`src/rtl/m_definitions_pkg.sv`:
```
// Shared M-unit definitions: RV32M encoding constants, funct3 codes and the
// issue-controller state type.
package m_definitions;

    localparam logic [6:0] OPCODE_OP     = 7'b0110011;
    localparam logic [6:0] FUNCT7_MULDIV = 7'b0000001;

    typedef enum logic [2:0] {
        F3_MUL    = 3'b000,
        F3_MULH   = 3'b001,
        F3_MULHSU = 3'b010,
        F3_MULHU  = 3'b011,
        F3_DIV    = 3'b100,
        F3_DIVU   = 3'b101,
        F3_REM    = 3'b110,
        F3_REMU   = 3'b111
    } m_func3_t;

    typedef enum logic [2:0] {
        ST_IDLE  = 3'd0,
        ST_ISSUE = 3'd1,
        ST_WAIT  = 3'd2,
        ST_DRAIN = 3'd3,
        ST_WB    = 3'd4
    } issue_state_t;

    function automatic logic is_rv32m(input logic [31:0] instr);
        return (instr[6:0] == OPCODE_OP) && (instr[31:25] == FUNCT7_MULDIV);
    endfunction

endpackage

```
`src/rtl/m_issue_ctrl_wb_buffer.sv`:
```
// m_wb_buffer: single-entry writeback holding register; data/index are captured
// independently of the valid flag, which clears on handshake or flush.
module m_wb_buffer #(
    parameter int XLEN = 32
) (
    input  logic            clk,
    input  logic            resetn,
    input  logic            capture,
    input  logic            set_valid,
    input  logic [XLEN-1:0] data_in,
    input  logic [4:0]      idx_in,
    input  logic            flush,
    input  logic            ready,
    output logic            valid,
    output logic [XLEN-1:0] data,
    output logic [4:0]      idx
);

    always_ff @(posedge clk or negedge resetn) begin
        if (!resetn) begin
            valid <= 1'b0;
            data  <= '0;
            idx   <= '0;
        end else begin
            if (capture) begin
                data <= data_in;
                idx  <= idx_in;
            end
            if (flush || (valid && ready)) begin
                valid <= 1'b0;
            end else if (set_valid) begin
                valid <= 1'b1;
            end
        end
    end

endmodule

```
`src/rtl/m_issue_ctrl.sv`:
```
// m_issue_ctrl: issues one RV32M transaction at a time to the M unit and hands
// the result to writeback. Define M_ISSUE_TIMEOUT_EN to enable the WAIT/DRAIN abort timer.
module m_issue_ctrl
    import m_definitions::*;
#(
    parameter int TIMEOUT_CYCLES = 64,
    parameter int XLEN           = 32
) (
    input  logic            clk,
    input  logic            resetn,
    input  logic            req_valid,
    output logic            req_ready,
    input  logic [31:0]     req_instruction,
    input  logic [XLEN-1:0] req_rs1_val,
    input  logic [XLEN-1:0] req_rs2_val,
    output logic            illegal,
    output logic            stall,
    input  logic            flush,
    output logic            m_valid,
    output logic [31:0]     m_instruction,
    output logic [XLEN-1:0] m_rs1,
    output logic [XLEN-1:0] m_rs2,
    input  logic            m_wr,
    input  logic [XLEN-1:0] m_rd,
    input  logic            m_busy,
    input  logic            m_ready,
    output logic            wb_valid,
    input  logic            wb_ready,
    output logic [4:0]      wb_rd_idx,
    output logic [XLEN-1:0] wb_data,
    output logic            err_timeout
);

    // state | meaning
    // IDLE  | accepting requests (unless the M unit still reports busy)
    // ISSUE | one-cycle m_valid with latched instruction/operands
    // WAIT  | waiting for m_ready; result goes to WB or is dropped
    // DRAIN | flushed; M unit cannot be aborted, discard its result
    // WB    | result held until the regfile accepts or flush

    if (TIMEOUT_CYCLES < 1) begin : g_bad_timeout
        $error("TIMEOUT_CYCLES must be at least 1");
    end

    issue_state_t   state_q, state_d;
    logic [4:0]     rd_idx_q;
    logic           illegal_q;
    logic           accept;
    logic           legal;
    logic           capture;
    logic           set_valid;
    logic           tmr_expired;

    assign accept    = (state_q == ST_IDLE) && !m_busy && req_valid;
    assign legal     = is_rv32m(req_instruction);
    assign req_ready = (state_q == ST_IDLE) && !m_busy;
    assign stall     = (state_q != ST_IDLE);
    assign m_valid   = (state_q == ST_ISSUE);
    assign illegal   = illegal_q;

    always_ff @(posedge clk or negedge resetn) begin
        if (!resetn) begin
            state_q       <= ST_IDLE;
            illegal_q     <= 1'b0;
            m_instruction <= '0;
            m_rs1         <= '0;
            m_rs2         <= '0;
            rd_idx_q      <= '0;
        end else begin
            state_q   <= state_d;
            illegal_q <= accept && !legal;
            if (accept && legal) begin
                m_instruction <= req_instruction;
                m_rs1         <= req_rs1_val;
                m_rs2         <= req_rs2_val;
                rd_idx_q      <= req_instruction[11:7];
            end
        end
    end

    always_comb begin
        state_d   = state_q;
        capture   = 1'b0;
        set_valid = 1'b0;
        case (state_q)
            ST_IDLE: begin
                if (accept && legal) state_d = ST_ISSUE;
            end
            ST_ISSUE: begin
                state_d = flush ? ST_DRAIN : ST_WAIT;
            end
            ST_WAIT: begin
                // flush racing the result drops it
                if (m_ready) begin
                    state_d = ST_IDLE;
                    if (!flush) begin
                        capture = 1'b1;
                        if (m_wr && (rd_idx_q != 5'd0)) begin
                            set_valid = 1'b1;
                            state_d   = ST_WB;
                        end
                    end
                end else if (flush) begin
                    state_d = ST_DRAIN;
                end else if (tmr_expired) begin
                    state_d = ST_IDLE;
                end
            end
            ST_DRAIN: begin
                if (m_ready || tmr_expired) state_d = ST_IDLE;
            end
            ST_WB: begin
                if (flush || wb_ready) state_d = ST_IDLE;
            end
            default: state_d = ST_IDLE;
        endcase
    end

    m_wb_buffer #(
        .XLEN(XLEN)
    ) u_wb_buffer (
        .clk       (clk),
        .resetn    (resetn),
        .capture   (capture),
        .set_valid (set_valid),
        .data_in   (m_rd),
        .idx_in    (rd_idx_q),
        .flush     (flush && (state_q == ST_WB)),
        .ready     (wb_ready),
        .valid     (wb_valid),
        .data      (wb_data),
        .idx       (wb_rd_idx)
    );

`ifdef M_ISSUE_TIMEOUT_EN
    localparam int TW = (TIMEOUT_CYCLES > 1) ? $clog2(TIMEOUT_CYCLES) : 1;

    logic [TW-1:0] tmr_q;
    logic          tmr_load;
    logic          err_timeout_q;

    // Reloaded on every entry into WAIT or DRAIN; terminal count is zero.
    assign tmr_load    = (state_q == ST_ISSUE) ||
                         ((state_q == ST_WAIT) && flush && !m_ready);
    assign tmr_expired = (tmr_q == '0);
    assign err_timeout = err_timeout_q;

    always_ff @(posedge clk or negedge resetn) begin
        if (!resetn) begin
            tmr_q         <= '0;
            err_timeout_q <= 1'b0;
        end else begin
            err_timeout_q <= tmr_expired && !m_ready &&
                             (((state_q == ST_WAIT) && !flush) || (state_q == ST_DRAIN));
            if (tmr_load) begin
                tmr_q <= TW'(TIMEOUT_CYCLES - 1);
            end else if (tmr_q != '0) begin
                tmr_q <= tmr_q - 1'b1;
            end
        end
    end
`else
    assign tmr_expired = 1'b0;
    assign err_timeout = 1'b0;
`endif

endmodule

```
`config.mk`:
```
export PLATFORM = sky130hd
export DESIGN_NAME = m_issue_ctrl
export DESIGN_NICKNAME = d
export VERILOG_FILES = /design/src/rtl/m_definitions_pkg.sv /design/src/rtl/m_issue_ctrl_wb_buffer.sv /design/src/rtl/m_issue_ctrl.sv
export SDC_FILE = /design/constraint.sdc
export NUM_CORES = 1
export LEC_CHECK = 0
export ABC_AREA = 1
export ABC_CLOCK_PERIOD_IN_PS = 1650
export CAP_MARGIN = 20
export CORE_ASPECT_RATIO = 1.4
export CORE_MARGIN = 2
export CORE_UTILIZATION = 40
export DETAILED_ROUTE_END_ITERATION = 10
export PLACE_DENSITY = 0.81
export SLEW_MARGIN = 25
export SYNTH_ARGS = -nofsm -noshare
export SYNTH_HDL_FRONTEND = slang
export SYNTH_SLANG_ARGS = --single-unit
```
`constraint.sdc`:
```
create_clock -name clk -period 1.65 [get_ports clk]
set_input_delay 0.33 -clock clk [delete_from_list [all_inputs] [get_ports clk]]
set_output_delay 0.33 -clock clk [all_outputs]
set_load 0.01 [all_outputs]
```
==> flow_summary.toml, run 1 <==
[synthesis]
ys_warn_count = 0
synth_area_per_cell_um2 = 8.947
synth_mux_area_share_pct = 0
ys_top_cells_by_count = "216 x nand2_1, 138 x dfrtp_1, 112 x inv_1"
synth_top_family_by_area = "simple AND/OR/NAND/NOR gates"
netlist_area_mm2 = 0.005466
synth_ff_type = "dfrtp_1"
synth_seq_cells = 138
synth_top_area_cell = "dfrtp_1"
synth_top_area_share_pct = 63.17
synth_nets = 747
synth_area_leaders = "dfrtp_1 63%, nand2_1 15%, o21ai_1 7.8%, inv_1 7.7%, buf_2 1.5%"
synth_xor_area_share_pct = 0
synthArstFlopShare_pct = 100.0
synth_edf_count = 0
synth_adder_area_share_pct = 0
synthCells = 611
synthMostInstantiatedCell = "nand2_1"
ys_seq_area_share_pct = 63.17
synth_compound_area_share_pct = 8.469
synth_simple_gate_area_share_pct = 17.69
yosysUniqueCellTypes = 22

[power]
powerDensity_mw_per_mm2 = 1088
p_leak_nw = 5.915
peakVddDrop_v = 0.0006303

[clock_tree]
cts_root_buf = "clkbuf_16"
clk_latency_ns = 0.40
cts_inserted_buffers = 17
clk_pin_slew_ns = 0.06
clk_path_buf_depth = 2
cts-htree-levels = 4
cts_tree = "yes"
cts.sinks = 138

[worst_setup_path]
startpoint_type = "flip-flop"
crit_path_max_incr_delay_ns = 0.43
critical-path-slowest-cell = "dfrtp_2"
endpoint_kind = "flip-flop"
path_cells = "nor2_4, nand3_2, buf_6, nor2_4, nand3_4, buf_12, clkbuf_16, nand2_2, o21ai_1"
crit_required_ns = 1.94
critical_path_class = "reg -> reg"
path_max_fanout = 23
cp.arrival_ns = 1.92
crit_top_cell = "nor2_4"

[global_route]
grt_pass1_vias = 4898
antenna_found_initial = 0
grt_start_max_net_pins = 92
grt-ovfl-total = 0
grt_pass1_wl_mm = 22.87
grtUsageTotal_pct = 20.13

[floorplanning]
dieArea_mm2 = 0.01463
start_util_pct = 40.83
core-area_mm2 = 0.01339
ios = 275
die_w_um = 102.8
die_h_um = 142.3
fp-row-count = 50

[timing]
period_minus_slack_ns = 1.625
post-route-period-util_pct = 98.48
skew_ns = 0.005747
fmax_mhz = 615.4
drv_slew = 0
rsz0062_at_grt = "yes"
finalSetupViolations = 0
final.setup.tns_ns = 0
hold_viol = 0

[route]
routed_wl_mm = 16.14
via_count = 4973
remaining_drc_errors = 0
drt-initial-drc-count = 125
viasPerCell = 4.517
dr.pass1.iters = 4
ant_nets = 0
wl_per_cell_um = 14.66

[worst_hold_path]
hold_path.class = "in -> async"

[finish]
multi_input_area_mm2 = 0.001451
syn_to_final_growth_pct = 72.12
design_area_mm2 = 0.009409
final.fill_count = 1016
post-route-util_pct = 70.28
layout-drive-gt1-share_pct = 8.596
seq_area_mm2 = 0.003456
n_antenna_cell = 0
fin_nets = 1042

[placed_design]
gp_congestion = 0.8017
place_area_mm2 = 0.008503
portBuffers = 273
dp_hpwl_mm = 10.69

[run_status]
outcome = "complete, no violations"

[flow_run]
cap_viol_max_count = 0
[layout make-up]
class | count | share of cell area [%]
Clock inverter | 14 | 2.487
Timing Repair Buffer | 303 | 33.87
Tap cell | 182 | 2.420
Inverter | 113 | 4.508
Multi-Input combinational cell | 333 | 15.43
Sequential cell | 138 | 36.73
Clock buffer | 18 | 4.561
[kinds of logic (layout without fill, tap and decap cells)]
logic type / after synthesis / after routing
simple gates: 241 / 241
flops: 138 / 138
compound gates: 91 / 91
buf+inv: 140 / 448
other cells: 1 / 1
[flip-flops by register name (all words and copies together) (netlist names)]
signal and count:
m_rs1 32, u_wb_buffer.data 32, m_rs2 32, m_instruction 32, illegal 1, state_q 3, u_wb_buffer.valid 1, u_wb_buffer.idx 5
[cell usage in the layout, fill, tap and decap left out, types with 2 or more instances in the layout]
cell type        synthesis  final
clkdlybuf4s50_1          0    135
clkinv_4                 0      3
buf_6                    4      4
dfrtp_1                138    136
buf_12                   0      7
nand3_1                  8      8
dlygate4sd2_1            0     71
inv_1                  112    111
buf_2                   16      2
nor2_4                   2      2
dlymetal6s2s_1           0     63
nand2_1                216    213
o21ai_1                 85     83
inv_6                    0      4
inv_8                    0      2
nor2_1                   9      8
inv_2                    1      2
o21ai_0                  2      2
o21ai_2                  0      2
a21boi_0                 2      2
clkbuf_16                0     20
bufinv_16                0      5
nand2_2                  0      3
nor3_1                   2      2
dfrtp_2                  0      2
buf_4                    1     15
[power breakdown]
| group | switching, mW | total [mW] | internal, mW | leakage, nW |
|---|---|---|---|---|
| clock | 1.55 | 4.28 | 2.73 | 0.324 |
| combinational | 0.889 | 1.99 | 1.10 | 3.74 |
| sequential | 0.193 | 3.96 | 3.77 | 1.85 |
| total | 2.63 | 10.2 | 7.61 | 5.91 |
[through the flow]
step | instances | total power [mW] | setup WS (ns) | hold WS (ns)
CTS | 1094 | 10.37 | 0.0001767 | 0.4146
global route | 1101 | 10.70 | -0.02897 | 0.4331
detailed placement | 1058 | 6.103 | -0.2373 | 0.2696
finish | 1101 | 10.24 | 0.02513 | 0.4111
floorplan | 611 | 4.699 | 0.2375 | 0.03441
global placement | 1058 | 6.050 | -0.2046 | 0.2731
[repair_timing]
item / 4_1_cts / 5_1_grt
setup buffers: 3 / 3
pin swaps: 1 / 1
hold buffers: 1 / 0
endpoints found under the setup margin: 74 / 81
resized for setup: 83 / 74
cloned: 0 / 4
endpoints found under the hold margin: 35 / 0
[layer usage]
layer | part of all wire [%] | GRT usage (%)
met1 | 37 | 21.49
met2 | 53 | 36.15
met3 | 8.3 | 6.925
met4 | 1.7 | 7.410
met5 | 0 | 0
[worst paths after layout]
path | start | end | slack, ns | depth (start not counted)
max | state_q[2] | m_rs2[5] | 0.03 | 9
min in group clk | m_rd[16] | u_wb_buffer.data[16] | 0.46 | 3
max reg2reg | state_q[2] | m_rs2[5] | 0.03 | 9
min | resetn | u_wb_buffer.data[14] | 0.41 | 2
max in group asynchronous | resetn | m_rs1[7] | 0.67 | 3
min reg2reg | m_instruction[28] | m_instruction[28] | 0.46 | 2
[worst max-delay path, delay by kind of cell, from the launching register on]
family          cells  cell delay (ns)
compound gates      1             0.05
simple gates        5             0.53
flops               1             0.43
buf+inv             3             0.50
Note: power is estimated with default switching activity, not from simulation.
==> run 2: changes to the inputs <==
--- a/config.mk
+++ b/config.mk
@@ -12,6 +12,7 @@
 export CORE_MARGIN = 2
 export CORE_UTILIZATION = 40
 export DETAILED_ROUTE_END_ITERATION = 10
+export GPL_ROUTABILITY_DRIVEN = 0
 export PLACE_DENSITY = 0.81
 export SLEW_MARGIN = 25
 export SYNTH_ARGS = -nofsm -noshare
==> results of run 2 <==
Same layout as run 1: the final DEF is identical, and so are final timing and power.
